## src/rtl/isa_pkg.sv

```systemverilog
// Shared ISA definitions for the execute path.
// Contents:
//   - Load/store opcode constants as decoded by the 12-bit address ALU
//     (LWI/SWI immediate forms, the TYPE_LS major opcode, LW/SW sub-opcodes).
//   - dm_access FSM state encoding.
//   - Default data-word width.
package isa_pkg;

  localparam int DATA_W_DEF = 32;

  // Major opcodes of the load/store group (4-bit opcode field).
  localparam logic [3:0] OP_LWI     = 4'b1000;
  localparam logic [3:0] OP_SWI     = 4'b1001;
  localparam logic [3:0] OP_TYPE_LS = 4'b1010;

  // Sub-opcodes under OP_TYPE_LS.
  localparam logic [1:0] SUB_LW = 2'b00;
  localparam logic [1:0] SUB_SW = 2'b01;

  // dm_access controller states.
  typedef enum logic [2:0] {
    ST_IDLE   = 3'd0,
    ST_ACCESS = 3'd1,
    ST_WAIT   = 3'd2,
    ST_DONE   = 3'd3,
    ST_ERR    = 3'd4
  } dm_state_e;

endpackage

```

## src/rtl/dm_access.sv

```systemverilog
// dm_access: load/store responder between the address ALU and a single
// synchronous data-memory port.
// Ports:
//   clk, reset          rising-edge clock, synchronous active-high reset
//   ls_valid/ls_ready   request handshake (accepted only while ls_ready=1)
//   ls_is_store         1 = SW/SWI, 0 = LW/LWI
//   ls_addr, ls_wdata   byte address and store data
//   ls_done, ls_err     one-cycle completion pulse, error qualifier
//   ls_rdata            data of the last completed load
//   dm_enable/dm_write  one-cycle memory strobe and write qualifier
//   dm_addr, dm_wdata   word address and store data to memory
//   dm_rdata            memory read data, valid RD_LAT cycles after dm_enable
// Every output except ls_ready is registered; ls_ready is decoded from state.
module dm_access
  import isa_pkg::*;
#(
  parameter int ADDR_W   = 12,
  parameter int DATA_W   = DATA_W_DEF,
  parameter int RD_LAT   = 1,
  parameter int DM_WORDS = 1024
) (
  input  logic              clk,
  input  logic              reset,
  input  logic              ls_valid,
  input  logic              ls_is_store,
  input  logic [ADDR_W-1:0] ls_addr,
  input  logic [DATA_W-1:0] ls_wdata,
  output logic              ls_ready,
  output logic              ls_done,
  output logic              ls_err,
  output logic [DATA_W-1:0] ls_rdata,
  output logic              dm_enable,
  output logic              dm_write,
  output logic [ADDR_W-3:0] dm_addr,
  output logic [DATA_W-1:0] dm_wdata,
  input  logic [DATA_W-1:0] dm_rdata
);

  localparam int              CNT_W     = $clog2(RD_LAT + 1);
  localparam logic [CNT_W-1:0] CNT_INIT = CNT_W'(RD_LAT - 1);
  localparam logic [31:0]     WORDS_LIM = 32'(DM_WORDS);

  dm_state_e         state_q, state_d;
  logic              is_store_q, is_store_d;
  logic [CNT_W-1:0]  cnt_q, cnt_d;
  logic              ls_done_q, ls_done_d;
  logic              ls_err_q, ls_err_d;
  logic [DATA_W-1:0] ls_rdata_q, ls_rdata_d;
  logic              dm_enable_q, dm_enable_d;
  logic              dm_write_q, dm_write_d;
  logic [ADDR_W-3:0] dm_addr_q, dm_addr_d;
  logic [DATA_W-1:0] dm_wdata_q, dm_wdata_d;

  logic [31:0] word_idx_s;
  logic        req_bad_s;

  // Word index widened so the range check works even when DM_WORDS exceeds
  // the address space (then no address is ever out of range).
  assign word_idx_s = 32'(ls_addr[ADDR_W-1:2]);
  assign req_bad_s  = (ls_addr[1:0] != 2'b00) || (word_idx_s >= WORDS_LIM);

  // Reset must block acceptance in the same cycle it is asserted.
  assign ls_ready = (state_q == ST_IDLE) && !reset;

  assign ls_done   = ls_done_q;
  assign ls_err    = ls_err_q;
  assign ls_rdata  = ls_rdata_q;
  assign dm_enable = dm_enable_q;
  assign dm_write  = dm_write_q;
  assign dm_addr   = dm_addr_q;
  assign dm_wdata  = dm_wdata_q;

  // Next-state logic; output _d values are what the outputs show next cycle,
  // so strobes are raised on the transition into the state that owns them.
  always_comb begin
    state_d     = state_q;
    is_store_d  = is_store_q;
    cnt_d       = cnt_q;
    ls_done_d   = 1'b0;
    ls_err_d    = 1'b0;
    ls_rdata_d  = ls_rdata_q;
    dm_enable_d = 1'b0;
    dm_write_d  = 1'b0;
    dm_addr_d   = dm_addr_q;
    dm_wdata_d  = dm_wdata_q;
    case (state_q)
      ST_IDLE: begin
        if (ls_valid) begin
          is_store_d = ls_is_store;
          if (req_bad_s) begin
            state_d   = ST_ERR;
            ls_done_d = 1'b1;
            ls_err_d  = 1'b1;
          end else begin
            state_d     = ST_ACCESS;
            dm_enable_d = 1'b1;
            dm_write_d  = ls_is_store;
            dm_addr_d   = ls_addr[ADDR_W-1:2];
            dm_wdata_d  = ls_wdata;
          end
        end else begin
          state_d = ST_IDLE;
        end
      end
      ST_ACCESS: begin
        if (is_store_q) begin
          state_d   = ST_DONE;
          ls_done_d = 1'b1;
        end else begin
          state_d = ST_WAIT;
          cnt_d   = CNT_INIT;
        end
      end
      ST_WAIT: begin
        // Counter reaches zero in the cycle the memory presents read data.
        if (cnt_q == '0) begin
          state_d    = ST_DONE;
          ls_done_d  = 1'b1;
          ls_rdata_d = dm_rdata;
        end else begin
          cnt_d = cnt_q - CNT_W'(1);
        end
      end
      ST_DONE: state_d = ST_IDLE;
      ST_ERR:  state_d = ST_IDLE;
      default: state_d = ST_IDLE;
    endcase
  end

  // State and registered outputs; reset aborts any request in flight.
  always_ff @(posedge clk) begin
    if (reset) begin
      state_q     <= ST_IDLE;
      is_store_q  <= 1'b0;
      cnt_q       <= '0;
      ls_done_q   <= 1'b0;
      ls_err_q    <= 1'b0;
      ls_rdata_q  <= '0;
      dm_enable_q <= 1'b0;
      dm_write_q  <= 1'b0;
      dm_addr_q   <= '0;
      dm_wdata_q  <= '0;
    end else begin
      state_q     <= state_d;
      is_store_q  <= is_store_d;
      cnt_q       <= cnt_d;
      ls_done_q   <= ls_done_d;
      ls_err_q    <= ls_err_d;
      ls_rdata_q  <= ls_rdata_d;
      dm_enable_q <= dm_enable_d;
      dm_write_q  <= dm_write_d;
      dm_addr_q   <= dm_addr_d;
      dm_wdata_q  <= dm_wdata_d;
    end
  end

endmodule

```

## config.mk

```make
export PLATFORM = sky130hd
export DESIGN_NAME = dm_access
export DESIGN_NICKNAME = d
export VERILOG_FILES = /design/src/rtl/isa_pkg.sv /design/src/rtl/dm_access.sv
export SDC_FILE = /design/constraint.sdc
export NUM_CORES = 1
export LEC_CHECK = 0
export ABC_AREA = 1
export CORE_AREA = 2 2 91 93
export CTS_BUF_LIST = sky130_fd_sc_hd__clkbuf_8 sky130_fd_sc_hd__clkbuf_16
export CTS_CLUSTER_SIZE = 20
export DETAILED_ROUTE_END_ITERATION = 8
export DIE_AREA = 0 0 93 95
export PLACE_DENSITY = 0.88
export SYNTH_ARGS = -nofsm -noshare
export SYNTH_HDL_FRONTEND = slang
export SYNTH_SLANG_ARGS = --single-unit
```

## constraint.sdc

```tcl
create_clock -name clk -period 2.5 [get_ports clk]
set_input_delay 0.5 -clock clk [delete_from_list [all_inputs] [get_ports clk]]
set_output_delay 0.5 -clock clk [all_outputs]
set_load 0.01 [all_outputs]
```

==> results by stage <==
Die:
- about 160 I/O pins were placed.
- In this run the core area contains 33 standard-cell rows.
- The die footprint is roughly 8800 µm².
- The starting density of the core is 41.1%.
- The core region area is 7930 µm².
- The die is a little over 90 µm wide.
- From bottom edge to top edge, the die measures 95 µm.

Route:
- In the routed design, unresolved DRC markers number 0.
- Summing over every cut layer, the via total after detailed routing is 3256.
- The wire length after detailed routing is 8.53 mm.
- The first-iteration detailed-routing DRC count is 78.
- For this run, the detailed router's first-pass iteration total came to 4.
- The count of nets left with antenna violations once routing finished came out at 0.
- The routed wirelength normalized by instance count is between 10 and 15 µm.
- Dividing the detail-routed via count by the number of cells gives 4.59.

Power and ir drop:
- The sequential cell fraction of total power is 51.2%.
- In this run the power spent charging and discharging nets is 0.706 mW.
- In this run the static leakage power is 2.13 nW.
- Of the total power, combinational logic draws 18.7%.
- Cell internal power was estimated by the tool at 2.03 mW.
- IR analysis of the VDD net gives a maximum drop of 0.307 mV.
- The clock network accounts for about 30% of the total power.
- The fraction of power spent switching nets is 25.8%.
- The power per standard cell area is 541 nW/µm².

Setup path:
- Of all nets on the critical path, the largest fanout is 4.
- For this run, the slowest stage of the critical path takes 0.54 ns.
- Walking the worst path, the cells encountered are nor2_4, nand2_4, nor2_1, clkdlybuf4s50_1.
- The depth of the most critical reg-to-reg path is 6.
- The data arrival at the endpoint of the critical path is 1.67 ns.
- For the worst setup path, the data required time is 2.00 ns.
- The sort of element at the start of the critical path is a flop.
- Setup slack on the worst reg-to-reg path comes out at around 0.87 ns.
- The reg-to-reg startpoint is state_q[0].
- The type of destination of the critical path is a primary output.
- By startpoint and endpoint, the worst setup path is classified as reg -> out.
- The worst setup path startpoint is state_q[0].
- Among all stages on the critical path, the largest delay is contributed by clkdlybuf4s50_1.

Logic synthesis:
- The number of nets in the synthesized netlist is 529.
- After synthesis, the mean cell area works out to 7.26 µm².
- Summing the areas of all compound-gate instances in the mapped netlist gives 5.68% of the synthesized area.
- The synthesis warning total is 0.
- The area of the mapped netlist is 3260 µm².
- The simple-gate share of the synthesized area is roughly a third.
- By area, the combinational part of the netlist is dominated by simple AND/OR/NAND/NOR gates.
- The cell count after synthesis is 449.
- After Yosys synthesis, XOR and XNOR cells account for 0% of the synthesized area.
- The arithmetic-cell share of the synthesized area counting full adders, half adders and majority gates is 0%.
- After synthesis, the netlist uses 20 different library cells.
- The synthesized design contains 82 register bits.
- The proportion of synthesized chip area in sequential cells is 50.4%.
- The multiplexer share of the synthesized area is 0%.

Finish:
- Relative to the synthesized area, the layout overhead comes to 55.1%.
- 0 antenna diodes ended up in the layout.
- The fraction of final layout cells with drive strength greater than 1 is 4.97%.
- The number of nets in the final layout is 679.
- After routing the design area is roughly 5100 µm².

Job:
- The number of maximum-capacitance constraint violations is 0.

Placed design:
- The post-detailed-placement cell area is 4880 µm².
- Routability-driven placement finished with a final weighted congestion of ~0.75.
- In this run the tool buffered the top-level ports with roughly 160 buffer cells.
- After legalization and detailed placement, the total HPWL measured 6.33 mm.

Timing:
- The maximum clock frequency is between 400 and 500 MHz.
- The slew of the pin with the lowest slew margin is 0.415 ns.
- The number of endpoints with negative hold slack in the final report came to 0.
- The smallest clock period supported by the final layout is computed as 2.17 ns.
- The sum of negative setup slack is 0 ns.
- The number of pins with negative max-slew slack in the final report came to 0.
- The post-route clock skew is roughly 0.0062 ns.
- Setup repair after global routing left no endpoint under its margin.
- Dividing the final minimum period by the clock period gives 86.7%.
- The headroom to the max-slew limit is 72.3%.
- Setup violations remaining at the end of the flow were counted as 0.

Global route:
- Global routing used 19.8% of the available tracks across all layers.
- The number of antenna violations at the first check in global routing is 0.
- The number of global-route vias before repair came to ~3200.
- Entering global routing, the biggest net connects 45 pins.
- After global routing the overflow that remains totals 0.
- The first global-routing pass estimated 14.0 mm of wire.

Clocking:
- TritonCTS built the clock tree.
- The count of cells resized by post-cts repair is 0.
- The tree is rooted in a clkbuf_8.
- After clock tree synthesis, the clock-pin slew on the worst setup and hold paths is 0.07 ns.
- The maximum level of the CTS H-tree is 3.
- For the worst-skew pair, the clock arrives at the later sink with an insertion delay of between 0.3 and 0.4 ns.
- The clock drives 82 sinks.
- The total of hold buffers inserted after clock tree synthesis is 0.
- The longest clock path from root to sink contains 2 buffers.
- The number of CTS-inserted buffers is 9.
- Post-CTS timing repair inserted 0 buffers for setup.

Worst hold path:
- Along the worst hold path, the cell count comes to 2.
- In this run the most critical hold path is launched from is_store_q.
- The worst hold path belongs to the class reg -> reg.

Run status:
- The run finished with clean final reports.
-- cell usage after synthesis --
library cell  number  share of area, %
clkbuf_1           7              0.81
and3_1             1              0.19
nand2_1           49               5.6
nor2_4             2              0.69
o21ai_0           32               4.9
buf_6              8               2.8
buf_4              4              0.92
a21oi_1            5              0.77
buf_2              4              0.61
inv_2              1              0.12
buf_1              3              0.35
nand2_4            2              0.69
inv_1             48               5.5
nand3_1           45               6.9
nand3b_1           1              0.23
nor2_8             1              0.61
nor2_1           152                18
nand4_1            1              0.19
dfxtp_1           82                50
inv_4              1              0.19
-- metrics by stage --
stage	setup slack (ns)	util [%]	cells	hold WS, ns	total power [mW]
final	0.333	63.8	709	0.474	2.74
after detailed placement	0.428	61.6	693	0.467	1.95
after global routing	0.270	63.8	709	0.501	2.88
after CTS	0.307	63.8	709	0.478	2.77
after global placement	0.439	61.6	693	0.451	1.93
after floorplan	1.22	-	449	0.438	1.67
-- critical path: cells and delay by family (launching register included) --
| family | cells | cell delay, ns |
|---|---|---|
| buf+inv | 1 | 0.54 |
| simple gates | 3 | 0.43 |
| flops | 1 | 0.35 |
-- flip-flops by register name, summed over array words and instances, names as in the netlist --
register    count
dm_addr        10
dm_enable       1
ls_done         1
ls_err          1
state_q         3
is_store_q      1
dm_write        1
dm_wdata       32
ls_rdata       32
-- power groups by stage --
stage	clock network [mW]	registers [mW]	logic (mW)
6_report	0.825	1.40	0.511
5_1_grt	0.904	1.41	0.566
4_1_cts	0.855	1.40	0.517
3_5_place_dp	0	1.43	0.515
3_3_place_gp	0	1.43	0.501
2_1_floorplan	0	1.46	0.209
-- cell type report --
class	count	area, µm²
clock inverter	6	33.8
inverter	50	190
timing repair buffer	165	1670
fill	696	2870
clock buffer	10	138
sequential	82	1640
multi-input combinational	291	1250
tap	105	131
-- placed cells by master (no fill, tap or decap) --
cell and n:
nand4_1 1, inv_4 1, buf_4 4, clkinvlp_4 2
a21oi_1 5, and3_1 1, nor2_1 152, nand3b_1 1
nand2_4 2, nor2_4 2, dfxtp_1 82, nand2_1 49
clkdlybuf4s50_1 158, buf_12 3, inv_1 48, nand3_1 45
inv_2 2, nor2_8 1, clkinv_2 3, o21ai_0 32
clkbuf_8 10
-- final timing paths --
path	to
setup / recovery	ls_ready
hold / removal	is_store_q
setup reg to reg	ls_rdata[12]
hold reg to reg	is_store_q
-- cell families (layout without fill, tap and decap cells) --
kind of cell,Yosys count,after routing
flip-flops,82,82
AND/OR/NAND/NOR,254,254
buffers and inverters,76,231
AO/OA/AOI/OAI,37,37
-- per-layer routing --
metal,vias to the layer above,share of wire [%],track usage [%]
met5,-,0,0
met4,0,2.3,8.95
met3,20,9.5,7.02
met2,128,49,35.7
met1,1440,39,20.9
li1,1668,-,-
Power figures use the tool's default switching activity.
